==> config.mk <==
export PLATFORM = sky130hd
export DESIGN_NAME = stpmtr_arb
export DESIGN_NICKNAME = d
export VERILOG_FILES = /design/src/rtl/stpmtr_pkg.sv /design/src/rtl/stpmtr_rr_pick.sv /design/src/rtl/stpmtr_arb.sv
export SDC_FILE = /design/constraint.sdc
export NUM_CORES = 1
export LEC_CHECK = 0
export BUFFER_PORTS_ARGS = -buffer_cell sky130_fd_sc_hd__buf_2
export CORE_MARGIN = 5
export CORE_UTILIZATION = 51
export DETAILED_ROUTE_END_ITERATION = 12
export GPL_TIMING_DRIVEN = 0
export HOLD_SLACK_MARGIN = 0.02
export PLACE_DENSITY = 0.79
export SYNTH_ARGS = -nofsm -noshare
export SYNTH_HDL_FRONTEND = slang
export SYNTH_SLANG_ARGS = --single-unit
export TNS_END_PERCENT = 10
==> constraint.sdc <==
create_clock -name clk_i -period 3.7 [get_ports clk_i]
set_clock_uncertainty 0.05 [all_clocks]
set_input_delay 0.925 -clock clk_i [delete_from_list [all_inputs] [get_ports clk_i]]
set_output_delay 0.925 -clock clk_i [all_outputs]
set_load 0.03 [all_outputs]
==> src/rtl/stpmtr_pkg.sv <==
// Shared constants and types for the stepper-motor command path.
// Position width/range, FSM state encoding, default ack timeout.
package stpmtr_pkg;

    localparam int unsigned POS_W       = 8;
    localparam int unsigned POS_MAX     = 240;
    localparam int unsigned TIMEOUT_DEF = 1023;

    typedef enum logic [1:0] {
        S_IDLE  = 2'd0,
        S_ISSUE = 2'd1,
        S_RESP  = 2'd2
    } arb_state_e;

endpackage

==> src/rtl/stpmtr_rr_pick.sv <==
// Round-robin winner search: first set request at or above ptr,
// wrapping modulo N_REQ (works for non-power-of-two counts).
module stpmtr_rr_pick #(
    parameter int unsigned N_REQ = 4,
    parameter int unsigned IW    = $clog2(N_REQ)
) (
    input  logic [N_REQ-1:0] req,
    input  logic [IW-1:0]    ptr,
    output logic             found,
    output logic [IW-1:0]    idx
);

    int unsigned k;

    // Scan N_REQ slots starting at ptr; keep the first hit only
    always_comb begin
        found = 1'b0;
        idx   = '0;
        k     = 0;
        for (int unsigned i = 0; i < N_REQ; i++) begin
            k = (32'(ptr) + i) % N_REQ;
            if (!found && req[k]) begin
                found = 1'b1;
                idx   = IW'(k);
            end
        end
    end

endmodule

==> src/rtl/stpmtr_arb.sv <==
// Round-robin arbiter sharing one stpmtr position port between
// N_REQ requesters; range-checks, issues, waits for ack or timeout.
module stpmtr_arb #(
    parameter int unsigned N_REQ   = 4,
    parameter int unsigned POS_MAX = stpmtr_pkg::POS_MAX,
    parameter int unsigned TIMEOUT = stpmtr_pkg::TIMEOUT_DEF,
    parameter int unsigned IW      = $clog2(N_REQ)
) (
    input  logic               clk_i,
    input  logic               rst_ni,
    input  logic [N_REQ-1:0]   req_valid_i,
    input  logic [8*N_REQ-1:0] req_pos_i,
    output logic [N_REQ-1:0]   req_ack_o,
    output logic [N_REQ-1:0]   req_err_o,
    output logic [7:0]         mot_pos_o,
    output logic               mot_valid_o,
    input  logic               mot_ack_i,
    output logic               busy_o,
    output logic [IW-1:0]      gnt_idx_o
);

    import stpmtr_pkg::*;

    localparam int unsigned TW = $clog2(TIMEOUT + 1);
    localparam logic [TW-1:0] TLAST = TW'(TIMEOUT - 1);
    localparam logic [POS_W-1:0] PMAX = POS_W'(POS_MAX);

    arb_state_e       state_q, state_d;
    logic [IW-1:0]    ptr_q, ptr_d;
    logic [IW-1:0]    gnt_q, gnt_d;
    logic [TW-1:0]    timer_q, timer_d;
    logic [POS_W-1:0] pos_q, pos_d;
    logic             mval_q, mval_d;
    logic             busy_q, busy_d;
    logic [N_REQ-1:0] ack_q, ack_d;
    logic [N_REQ-1:0] err_q, err_d;

    logic             found;
    logic [IW-1:0]    win;
    logic [POS_W-1:0] win_pos;

    stpmtr_rr_pick #(
        .N_REQ (N_REQ),
        .IW    (IW)
    ) u_pick (
        .req   (req_valid_i),
        .ptr   (ptr_q),
        .found (found),
        .idx   (win)
    );

    assign win_pos = req_pos_i[POS_W*win +: POS_W];

    // Next-state and next-output decode
    always_comb begin
        state_d = state_q;
        ptr_d   = ptr_q;
        gnt_d   = gnt_q;
        timer_d = timer_q;
        pos_d   = pos_q;
        mval_d  = mval_q;
        ack_d   = '0;
        err_d   = '0;
        unique case (state_q)
            S_IDLE: begin
                if (found) begin
                    gnt_d = win;
                    ptr_d = (win == IW'(N_REQ - 1)) ? '0 : win + IW'(1);
                    if (win_pos > PMAX) begin
                        err_d[win] = 1'b1;
                        state_d    = S_RESP;
                    end else begin
                        pos_d   = win_pos;
                        mval_d  = 1'b1;
                        timer_d = '0;
                        state_d = S_ISSUE;
                    end
                end
            end
            S_ISSUE: begin
                if (mot_ack_i) begin
                    mval_d       = 1'b0;
                    ack_d[gnt_q] = 1'b1;
                    state_d      = S_RESP;
                end else if (timer_q == TLAST) begin
                    mval_d       = 1'b0;
                    err_d[gnt_q] = 1'b1;
                    state_d      = S_RESP;
                end else begin
                    timer_d = timer_q + TW'(1);
                end
            end
            S_RESP: begin
                state_d = S_IDLE;
            end
            default: begin
                state_d = S_IDLE;
            end
        endcase
        busy_d = (state_d != S_IDLE);
    end

    // State and registered outputs
    always_ff @(posedge clk_i or negedge rst_ni) begin
        if (!rst_ni) begin
            state_q <= S_IDLE;
            ptr_q   <= '0;
            gnt_q   <= '0;
            timer_q <= '0;
            pos_q   <= '0;
            mval_q  <= 1'b0;
            busy_q  <= 1'b0;
            ack_q   <= '0;
            err_q   <= '0;
        end else begin
            state_q <= state_d;
            ptr_q   <= ptr_d;
            gnt_q   <= gnt_d;
            timer_q <= timer_d;
            pos_q   <= pos_d;
            mval_q  <= mval_d;
            busy_q  <= busy_d;
            ack_q   <= ack_d;
            err_q   <= err_d;
        end
    end

    assign req_ack_o   = ack_q;
    assign req_err_o   = err_q;
    assign mot_pos_o   = pos_q;
    assign mot_valid_o = mval_q;
    assign busy_o      = busy_q;
    assign gnt_idx_o   = gnt_q;

endmodule

**Word-level counts from Yosys, hierarchy flattened**

Cells that the tools add are included.

- Register bits: 34
- Input port bits: 39
- Output and inout port bits: 20
- Word-level logic and storage cells: 91

- Reductions and logical operators: 15
- Muxes and demuxes: 43
- $add $sub $neg: 5
- $lt $le $gt $ge: 9
- Equality and inequality tests: 8
- Bitwise operators: 1
- Shifts and indexed selects: 1

Operators with widths:

| operator | number |
|---|---|
| 10-bit two-way mux | 4 |
| 32-bit by 6-bit indexed part select with 8-bit output | 1 |
| 4-bit two-way mux | 6 |
| 10-bit case mux with 2 select lines | 1 |
| 2-bit by 3-bit < comparator with 1-bit output (second input constant) | 6 |
| 2-bit two-way mux | 9 |
| 1-bit two-way mux | 14 |
| 10-bit by 1-bit adder with 10-bit output (second input constant) | 1 |
| 10-bit == test (second input constant) | 1 |
| 1-bit binary-select mux with 2-bit select | 4 |
| 8-bit greater-than comparator (second input constant) | 1 |
| 2-bit inequality test (second input constant) | 4 |
| 4-bit case mux with 2 select lines | 1 |
| 1-bit logical AND | 5 |
| 5-bit AND reduction | 1 |
| 2-bit by 1-bit adder with 2-bit output (second input constant) | 2 |
| 2-bit adder (second input constant) | 2 |
| 1-bit demux with 2-bit select | 2 |
| 2-bit by 1-bit greater-or-equal comparator with 1-bit output (second input constant) | 2 |
| 2-bit case mux with 2 select lines | 1 |
| 4-bit AND reduction | 1 |
| 2-bit nonzero test | 2 |
| 1-bit logical NOT | 3 |
| 3-bit inequality test (second input constant) | 1 |
| other kinds (7) | 7 |

**Logic depth before layout (Yosys ltp)**

Gate-level depths: netlist (run 1).

- Word-level depth: 19
- Depth in mapped cells: 11
- Gate-level depth less buffers: 9

**By module**

From an unflattened synthesis (run 1), not the netlist that was laid out.

- Cells, all modules: 182
- Area, all modules: 1916.8 sq um

Modules (own cells, without submodules):

| module | area each (sq um) | cells an instance | instances | seq. area each (sq um) |
|---|---|---|---|---|
| stpmtr_arb | 1839.3 | 167 | 1 | 850.8 |
| stpmtr_rr_pick | 77.6 | 15 | 1 | 0.0 |

**Least setup slack after synthesis (run 1)**

No wires, ideal clock.

- Path type: input port to flip-flop
- Start point: in req_valid_i[0]
- End point: reg pos_q[7] (netlist: mot_pos_o[7])
- Arrival: 2897 ps
- Stages: 10
- Path slack: 628 ps
- Required time: 3525 ps
- Library setup time: 125 ps
- Buffers on the path: 2
- Cells stage by stage: and2_1 a22o_4 clkbuf_8 o21a_1 a211oi_1 o22ai_1 o311a_1 nor2_4 buf_6 mux2_4

- Word-level cells in the longest chain between the ends: 16
- Elaborated cells between the ends (all ways): 26
- Those cells by class: order compare: 1; shift: 1; mux: 16; bitwise: 1; reduce/logical: 7

Ends and longest elaborated chain:

| item | RTL line | source |
|---|---|---|
| from (decl) | stpmtr_arb.sv:11 | `input logic [N_REQ-1:0] req_valid_i,` |
| 1-bit binary-select mux with 2-bit select | stpmtr_rr_pick.sv:22 | `if (!found && req[k]) begin` |
| 1-bit two-way mux (implied by the code) | stpmtr_rr_pick.sv:22 |  |
| 1-bit two-way mux | stpmtr_rr_pick.sv:22 |  |
| 1-bit logical NOT | stpmtr_rr_pick.sv:22 |  |
| 1-bit logical AND | stpmtr_rr_pick.sv:22 |  |
| 1-bit two-way mux | stpmtr_rr_pick.sv:22 |  |
| 1-bit logical NOT | stpmtr_rr_pick.sv:22 |  |
| 1-bit logical AND | stpmtr_rr_pick.sv:22 |  |
| 1-bit two-way mux | stpmtr_rr_pick.sv:22 |  |
| 1-bit logical NOT | stpmtr_rr_pick.sv:22 |  |
| 1-bit logical AND | stpmtr_rr_pick.sv:22 |  |
| 2-bit two-way mux | stpmtr_rr_pick.sv:22 |  |
| 32-bit by 6-bit indexed part select with 8-bit output | stpmtr_arb.sv:52 | `assign win_pos = req_pos_i[POS_W*win +: POS_W];` |
| 8-bit greater-than comparator | stpmtr_arb.sv:69 | `if (win_pos > PMAX) begin` |
| 1-bit inverter (no line) | -- |  |
| 3-bit AND reduction (no line) | -- |  |
| to (signal assigned) | stpmtr_arb.sv:120 | `pos_q <= pos_d;` |
| to (decl) | stpmtr_arb.sv:32 | `logic [POS_W-1:0] pos_q, pos_d;` |

Several ways; a longest one is shown, not always the timed one. The select of a mux whose other input is x is not followed.
A chain may end at the register's enable or synchronous reset.

**Worst setup path after layout (run 1)**

Same ends and word-level chain as after synthesis.

==> impl_metrics.toml, run 1 <==
[status]
outcome = "finished clean"

[cells_and_area]
nNetsFinal = 299
seqCellArea_um2 = 850.8
nFillCells = 297
n_antenna_cell = 0
area.growth.synth_to_final_pct = 24.95
fin_cells = 303
drive_above_1_share_pct = 33.73
multi_input_area_um2 = 1025

[min_path]
hold_depth = 1
min_from = "mot_pos_o[7]"
min_path_type = "reg2reg"
holdPathEnd = "mot_pos_o[7]"

[sta]
drv_slew = 0
hold_viol = 0
relSlewSlack_pct = 29.82
rsz0062_at_grt = "false"
period_share_pct = 84.92
layout_min_cycle_time_ns = 3.142
worstMarginPinSlew_ns = 1.041
fmax_ghz = 0.3182
setup-violations-final = 0
fin_tns_setup_ns = 0
whs_ns = 0.4652

[cts]
cts_buffers = 5
cts.sinks = 34
hold_buffers = 0
ctsResizeCount = 0
cts_tree = "done"
cts_max_level = 2
post_cts_buffers = 0
clkLatencyLatePin_ns = 0.29
cts_root_buf = "clkbuf_8"
cts.clk_slew.worst_paths_ns = 0.07
clockBufferDepth = 2

[critical_path]
critPathMaxFanout = 10
cp-start-kind = "input pin"
worstSetupPathType = "in2reg"
r2r_setup_slack_ns = 0.84
end_kind = "register"
r2r-start = "ptr_q[1]"
reg2regPathDepth = 10
arrival_ns = 3.27
critPathRequiredTime_ns = 3.82
timing.rr.end = "mot_pos_o[7]"

[floorplan]
pin_count = 59
die_area_um2 = 5219
die_w_um = 72.24
initial_core_util_pct = 53.16
num_rows = 22
die-height_um = 72.24
coreArea_um2 = 3716

[logic_synthesis]
synth_top_family_by_area = "compound AO/OA/AOI/OAI gates"
synth-seq-area-share_pct = 43.07
synth_area_per_cell_um2 = 10.45
synth_compound_area_share_pct = 24.19
yosysTopAreaCellShare_pct = 43.07
netlist_area_um2 = 1976
ys_async_sr_fraction_pct = 100.0
syn_inst = 189
synth_xor_area_share_pct = 2.217
synth_cell_types = 49
synth-seq-cells = 34
synth-simple-area-share_pct = 14.57
synth.area.top_cells = "dfrtp_1, mux2i_1, a211oi_1"
netlist_top_cells_count = "dfrtp_1, nand2_1, a211oi_1, o21ai_0, o21a_1"
synth_enable_flop_cells = 0
yosysMostFrequentCell = "dfrtp_1"
yosysWarnings = 0
synthesis.nets = 234
synthMuxAreaShare_pct = 7.093
synth_fa_ha_area_share_pct = 3.800
ys.flop_type = "dfrtp_1"
yosysTopAreaCell = "dfrtp_1"

[route]
antenna_left = 0
first_pass_iters = 4
avgRoutedWirePerCell_um = 14.87
drc = 0
drt_wl_total_um = 4505
viasPerCell = 5.601
vias = 1697
drtIter0Drc = 78

[placement]
placedCellCount = 295
dp_hpwl_um = 3448
io_buffers = 58
gp_congestion = 0.7896

[global_route]
grt_pass1_wl_um = 7465
grt_pass1_vias = 1675
grt.overflow.total = 0
antenna_found_initial = 0
grt_max_degree = 35
grtUsageTotal_pct = 17.97

[power]
ir_drop_v = 0.0005070
power_density_nw_per_um2 = 794.5
power_leakage_nw = 1.147

[flow_run]
max_cap_viol_count = 0
==> flip-flops by register name (all words and copies together) (netlist names) <==
name         cells
gnt_idx_o        2
mot_pos_o        8
state_q          2
req_ack_o        4
req_err_o        4
busy_o           1
mot_valid_o      1
timer_q         10
ptr_q            2
==> power breakdown <==
group          internal (mW)  total (mW)  switching, mW
combinational          0.378       0.965          0.587
sequential             0.484       0.573         0.0895
clock                  0.287       0.423          0.136
==> how the worst max path moves through the flow <==
stage / start / end / slack [ns] / cells past startpoint
2_1_floorplan: req_valid_i[0] / mot_pos_o[7] / 0.63 / 10
3_3_place_gp: req_valid_i[0] / mot_pos_o[7] / 0.26 / 11
3_5_place_dp: req_valid_i[0] / mot_pos_o[7] / 0.25 / 11
4_1_cts: req_valid_i[0] / mot_pos_o[7] / 0.55 / 11
5_1_grt: req_valid_i[0] / mot_pos_o[7] / 0.44 / 11
6_report: req_valid_i[0] / mot_pos_o[7] / 0.56 / 11
==> layer usage <==
layer / track usage [%] / vias to the layer above / wire length, um
met3: 4.017 / 9 / 260
met2: 29.12 / 45 / 2199
met4: 7.307 / 0 / 85
met1: 23.18 / 804 / 1959
li1: - / 839 / -
met5: 0 / - / 0
==> critical path, cell delays in order <==
cell and delay (ns):
buf_2 0.13, and2_1 0.15, a22o_4 0.24, clkbuf_8 0.16
o21a_1 0.18, a211oi_1 0.32, o22ai_1 0.16, o311a_1 0.37
nor2_4 0.16, buf_6 0.16, mux2_4 0.30
==> kinds of logic (layout without fill, tap and decap cells) <==
| kind of cell | count (synthesis) | in the layout |
|---|---|---|
| mux | 13 | 13 |
| fa+ha+maj | 6 | 6 |
| compound gates | 61 | 61 |
| xor+xnor | 5 | 5 |
| simple gates | 53 | 53 |
| buf+inv | 17 | 83 |
| flops | 34 | 34 |
==> cell usage in the layout (no fill, tap or decap), types with 4 or more instances in the layout <==
| cell | instances |
|---|---|
| buf_2 | 61 |
| dfrtp_1 | 34 |
| nand2_1 | 16 |
| o21ai_0 | 10 |
| a211oi_1 | 10 |
| o21a_1 | 9 |
| mux2i_1 | 8 |
| inv_1 | 7 |
| clkbuf_8 | 7 |
| o22ai_1 | 7 |
| nor2_1 | 6 |
| ha_1 | 6 |
| nor3_1 | 5 |
| nand3_1 | 5 |
| nor2b_1 | 4 |
| a32o_1 | 4 |
| mux2_2 | 4 |
| o41ai_1 | 4 |
==> layout make-up <==
type	instances	area share, %
Clock buffer	6	3.345
Multi-Input combinational cell	138	41.51
Sequential cell	34	34.47
Timing Repair Buffer	58	11.76
Buffer	10	2.990
Inverter	7	1.064
Clock inverter	2	2.433
Tap cell	48	2.433
==> stage by stage <==
step	utilization [%]	total power, mW	instance area (um^2)	setup WS [ns]
after CTS	66.43	1.975	2469	0.5486
final	66.43	1.961	2469	0.5578
after detailed placement	62.59	1.543	2326	0.2504
after global routing	66.43	2.090	2469	0.4369
after global placement	62.59	1.526	2326	0.2648
after floorplan	-	1.297	1976	0.6280
No activity file was read; power rests on OpenSTA's default activity.
==> inputs of run 2 (changes only) <==
CORE_UTILIZATION = 46   (was 51)
PLACE_DENSITY = 0.75   (was 0.79)
clock period = 2.8 ns   (was 3.7 ns; I/O delays follow)
==> run 2 against run 1 <==
- the flow now finishes with violations (setup timing)
- core utilization rose by 1.1 points
- setup slack lost 0.56 ns
- register-to-register slack got worse by 0.83 ns
- final area increased by 12%
- first-iteration DRC count rose by 55%
- critical path depth is 1 higher
- global-route usage is 0.15 points lower
- hold slack worse by 0.055 ns
- via count increased by 6.4%
- final cell count up 5.6%
- combinational power is 68% higher
- sequential cell count unchanged
==> impl_metrics.toml, run 2 (synthesized netlist as in run 1, its figures left out) <==
[status]
outcome = "complete, but fails checks"
violations = "setup timing"

[critical_path]
critPathRequiredTime_ns = 2.89
crit_start = "req_valid_i[0]"
arrival_ns = 2.89
worstSetupPathType = "in2reg"
cp_slowest_cell = "o311a_1"
cpPeakStageDelay_ns = 0.39
path_buf_inv = 4
cp_cell_sequence = "buf_8 > and2_4 > a22o_4 > buf_8 > o21a_1 > a211oi_2 > o22ai_2 > o311a_1 > buf_4 > buf_4 > o21ai_1 > o41ai_1"
path_delay_family = "compound AO/OA/AOI/OAI gates"
r2r-start = "ptr_q[0]"
cp-start-kind = "input pin"
end_kind = "register"
critPathMaxFanout = 10

[cts]
cts.sinks = 34
clkLatencyLatePin_ns = 0.29
cts_max_level = 2
cts_tree = "done"
cts_root_buf = "clkbuf_8"
clockBufferDepth = 2
cts.clk_slew.worst_paths_ns = 0.08
cts_buffers = 5

[floorplan]
initial_core_util_pct = 48.35
die_area_um2 = 5706
die_w_um = 75.54
die-height_um = 75.54
coreArea_um2 = 4086
pin_count = 59
num_rows = 23

[cells_and_area]
top_register = "timer_q"
layout_commonest_cell = "buf_2"
area.growth.synth_to_final_pct = 39.58
nNetsFinal = 314
largest_register_ffs = 10
n_antenna_cell = 0
fin_cells = 320
final_cell_mix = "buf_2, dfrtp_1, nand2_1"
drive_above_1_share_pct = 45.19

[power]
switching_power_mw = 1.214
power_frac_clock_pct = 19.1
ir_drop_v = 0.0006724
power_density_nw_per_um2 = 1070
p_int_mw = 1.738
power_leakage_nw = 1.274
power_frac_comb_pct = 54.9
sw_frac_of_total_pct = 41.11
power_frac_seq_pct = 25.9

[global_route]
grt_pass1_vias = 1732
grt.overflow.total = 0
grt_max_degree = 35
grtUsageTotal_pct = 17.82
grt_pass1_wl_um = 7748
antenna_found_initial = 0

[sta]
fmax_ghz = 0.3568
setup-violations-final = 1
worstMarginPinSlew_ns = 0.9955
fin_tns_setup_ns = -0.003060
setup_ws_ns = -0.003060
period_share_pct = 100.1
hold_viol = 0
rsz0062_at_grt = "true"
relSlewSlack_pct = 32.91
layout_min_cycle_time_ns = 2.803
drv_slew = 0

[placement]
io_buffers = 58
placedCellCount = 297
gp_congestion = 0.8072
dp_hpwl_um = 3658

[route]
vias = 1806
antenna_left = 0
drt_wl_total_um = 5308
drtIter0Drc = 121
avgRoutedWirePerCell_um = 16.59
drc = 0
first_pass_iters = 4
viasPerCell = 5.644

[min_path]
min_path_type = "in2async"

[flow_run]
max_cap_viol_count = 0
-- run 2: cell types whose count changed in the layout (fill, tap and decap cells not counted), moves of 3 or more --
cell	delta
o21ai_1	+4
buf_2	-5
a211oi_2	+6
a211oi_1	-7
buf_4	+11
buf_8	+3
buf_6	+4
o21ai_0	-6
-- run 2: cell type report --
type / instances / area, um^2
clock buffer: 6 / 82.58
sequential: 34 / 853.3
fill: 309 / 1329
inverter: 7 / 28.78
multi-input combinational: 138 / 1127
timing repair buffer: 73 / 445.4
tap: 50 / 62.56
buffer: 10 / 97.59
clock inverter: 2 / 60.06
-- run 2: path summary, 6_finish.rpt --
path                           endpoint  slack (ns)  cells after the start
max reg2reg                mot_pos_o[1]        0.01                     11
min in group clk_i         mot_pos_o[5]        0.45                      2
max in group asynchronous      ptr_q[0]        1.78                      1
min reg2reg                mot_pos_o[5]        0.45                      2
min                          timer_q[4]        0.41                      1
max                        mot_pos_o[1]      -0.003                     12
-- run 2: power groups by stage --
| stage | clock (mW) | sequential, mW | combinational (mW) |
|---|---|---|---|
| finish | 0.565 | 0.765 | 1.62 |
| global route | 0.600 | 0.782 | 1.75 |
| CTS | 0.576 | 0.752 | 1.36 |
| detailed placement | 0 | 0.759 | 1.31 |
| global placement | 0 | 0.755 | 1.29 |
| floorplan | 0 | 0.936 | 0.796 |
-- run 2: metal layers --
layer | wire length, um | track usage, %
met5 | 0 | 0
met4 | 114 | 6.214
met3 | 252 | 3.826
met2 | 2858 | 31.06
met1 | 2082 | 21.71
-- run 2: through the flow --
step / setup WS [ns] / cell area, um^2 / hold slack, ns / util, % / power, mW
2_1_floorplan: 0.002875 / 1996 / 0.3544 / - / 1.731
3_3_place_gp: -0.3119 / 2349 / 0.4322 / 57.47 / 2.047
3_5_place_dp: -0.3819 / 2349 / 0.4436 / 57.47 / 2.070
4_1_cts: 0.001508 / 2516 / 0.4400 / 61.57 / 2.683
5_1_grt: -0.09094 / 2758 / 0.4802 / 67.48 / 3.129
6_report: -0.003060 / 2758 / 0.4106 / 67.48 / 2.952
-- run 2: repair_timing --
item,CTS,global route
setup buffers,3,11
pin swaps,3,14
resized for setup,2,47
cloned,0,1
hold buffers,0,0
endpoints found under the setup margin,1,25
==> inputs of run 3 (changes only) <==
ABC_AREA = 1   (was unset)
CORE_UTILIZATION = 48   (was 46)
PLACE_DENSITY = 0.76   (was 0.75)
TNS_END_PERCENT = unset   (was 10)
==> run 3 against run 2 <==
- via count up 28%
- the run now ends clean
- synthesized cell count up 85%
- synthesized area up 20%
- maximum frequency up 8.4%
- core utilization down 7.9 points
- routed wire length down 2.9%
- highest routed layer unchanged
- count of clock-buffer cells in the layout unchanged
- die area up 13%
==> impl_metrics.toml, run 3 <==
[critical_path]
end_kind = "register"
r2r_setup_slack_ns = 0.21
worstSetupPathType = "reg2reg"
critPathMaxFanout = 11
critPathRequiredTime_ns = 2.91
arrival_ns = 2.70
cp-start-kind = "register"
reg2regPathDepth = 19

[logic_synthesis]
yosysTopAreaCellShare_pct = 36.04
ys_async_sr_fraction_pct = 100.0
synth_cell_types = 30
syn_inst = 350
netlist_area_um2 = 2361
synthesis.nets = 395
yosysTopAreaCell = "dfrtp_1"
synth.area.top_cells = "dfrtp_1, nand2_1, nand3_1"
yosysWarnings = 0
synth-seq-cells = 34
netlist_top_cells_count = "nand2_1, inv_1, nand3_1"
ys.flop_type = "dfrtp_1"
yosysMostFrequentCell = "nand2_1"
synth-seq-area-share_pct = 36.04
synth_enable_flop_cells = 0
synth_area_per_cell_um2 = 6.746

[cts]
cts_root_buf = "clkbuf_8"
cts.sinks = 34
cts_max_level = 2
clkLatencyLatePin_ns = 0.29
cts.clk_slew.worst_paths_ns = 0.07
cts_buffers = 5
clockBufferDepth = 2
cts_tree = "done"

[cells_and_area]
final_area_um2 = 2833
area.growth.synth_to_final_pct = 19.98
fin_cells = 483
top_register = "timer_q"
n_antenna_cell = 0
multi_input_area_um2 = 1206
largest_register_ffs = 10
layout_commonest_cell = "nand2_1"
drive_above_1_share_pct = 21.88
seqCellArea_um2 = 850.8
nFillCells = 473
nNetsFinal = 460
final_cell_mix = "nand2_1, buf_2, inv_1"

[sta]
fmax_ghz = 0.3867
worstMarginPinSlew_ns = 0.7028
setup-violations-final = 0
drv_slew = 0
relSlewSlack_pct = 53.15
fin_tns_setup_ns = 0
period_share_pct = 92.37
layout_min_cycle_time_ns = 2.586
rsz0062_at_grt = "false"
whs_ns = 0.4092
hold_viol = 0

[placement]
placedCellCount = 475
dp_hpwl_um = 4082
dpl-instance-area_um2 = 2735
gp_congestion = 0.8978
io_buffers = 58

[route]
viasPerCell = 4.793
first_pass_iters = 4
vias = 2315
avgRoutedWirePerCell_um = 10.67
drt_wl_total_um = 5154
antenna_left = 0
drtIter0Drc = 106
drc = 0

[floorplan]
die-height_um = 80.14
num_rows = 25
initial_core_util_pct = 49.66
die_area_um2 = 6422
pin_count = 59
coreArea_um2 = 4755
die_w_um = 80.14

[min_path]
min_path_type = "in2async"

[power]
power_density_nw_per_um2 = 1296
ir_drop_v = 0.0007335
power_leakage_nw = 1.623
p_total_mw = 3.671

[global_route]
grtUsageTotal_pct = 17.40
grt_max_degree = 35
grt_pass1_wl_um = 8894
grt_pass1_vias = 2183
grt.overflow.total = 0
antenna_found_initial = 0

[flow_run]
max_cap_viol_count = 0

[status]
outcome = "finished clean"
[run 3: cell count changes after synthesis, moves of 5 or more]
cell / previous run / this run
a211oi_1: 10 / 0
a21oi_1: 3 / 8
inv_1: 7 / 55
mux2i_1: 8 / 0
nand2_1: 16 / 114
nand2_2: 0 / 5
nand3_1: 5 / 46
nand4_1: 3 / 16
nor2_1: 6 / 21
o21a_1: 9 / 0
o22ai_1: 7 / 1
[run 3: where the power goes]
| part | total, mW | switching (mW) | internal (mW) |
|---|---|---|---|
| Sequential | 0.733 | 0.0883 | 0.645 |
| Clock | 0.371 | 0.173 | 0.197 |
| Combinational | 2.57 | 1.73 | 0.836 |
| Total | 3.67 | 1.99 | 1.68 |
[run 3: area by class of cell]
type / count / share of cell area [%]
timing repair buffer: 58 / 10.25
sequential: 34 / 30.04
clock inverter: 2 / 0.4417
buffer: 11 / 2.694
tap: 67 / 2.959
clock buffer: 6 / 2.915
multi-input combinational: 245 / 42.58
inverter: 60 / 8.127
[run 3: timing repair]
action                     4_1_cts  5_1_grt
gates resized for setup          0        2
setup endpoints to repair        0        1
hold buffers                     0        0
setup buffers                    0        0
[run 3: path summary, 6_finish.rpt]
check / startpoint / endpoint
max: ptr_q[0] / req_err_o[0]
min: rst_ni / timer_q[0]
max reg2reg: ptr_q[0] / req_err_o[0]
min reg2reg: mot_pos_o[3] / mot_pos_o[3]
max in group asynchronous: rst_ni / timer_q[6]
min in group clk_i: mot_pos_o[3] / mot_pos_o[3]
[run 3: metal layers]
| layer | vias to the layer above | wire length (um) | global-route usage, % |
|---|---|---|---|
| li1 | 1232 | - | - |
| met1 | 1000 | 2349 | 21.23 |
| met2 | 74 | 2335 | 28.31 |
| met3 | 9 | 346 | 4.036 |
| met4 | 0 | 123 | 9.291 |
| met5 | - | 0 | 0 |
[run 3: kinds of logic after synthesis]
| kind of cell | share of synthesized area, % |
|---|---|
| AO/OA/AOI/OAI | 4.399 |
| XOR/XNOR | 0.7421 |
| adder cells (fa/ha/maj) | 3.180 |
| buffers and inverters | 12.88 |
| flip-flops | 36.04 |
| AND/OR/NAND/NOR | 42.77 |
[run 3: through the flow]
| stage | util [%] | setup WS, ns |
|---|---|---|
| 2_1_floorplan | - | 0.3561 |
| 3_3_place_gp | 57.53 | -0.01192 |
| 3_5_place_dp | 57.53 | -0.04592 |
| 4_1_cts | 59.53 | 0.2336 |
| 5_1_grt | 59.58 | 0.005275 |
| 6_report | 59.58 | 0.2137 |
[run 3: critical path, cell delays in order (launching register included)]
cell	delay, ns
dfrtp_1	0.38
buf_6	0.15
inv_6	0.08
nand2_1	0.07
nand3_1	0.12
nand2_2	0.10
nor2_4	0.16
nand3_4	0.16
nand3_4	0.17
buf_6	0.17
nand2_1	0.06
nand3_1	0.06
nand2_1	0.08
nor2_1	0.10
nand2_1	0.05
nand2_1	0.07
buf_2	0.22
nor2_4	0.06
nand2_1	0.07
o21ai_0	0.08
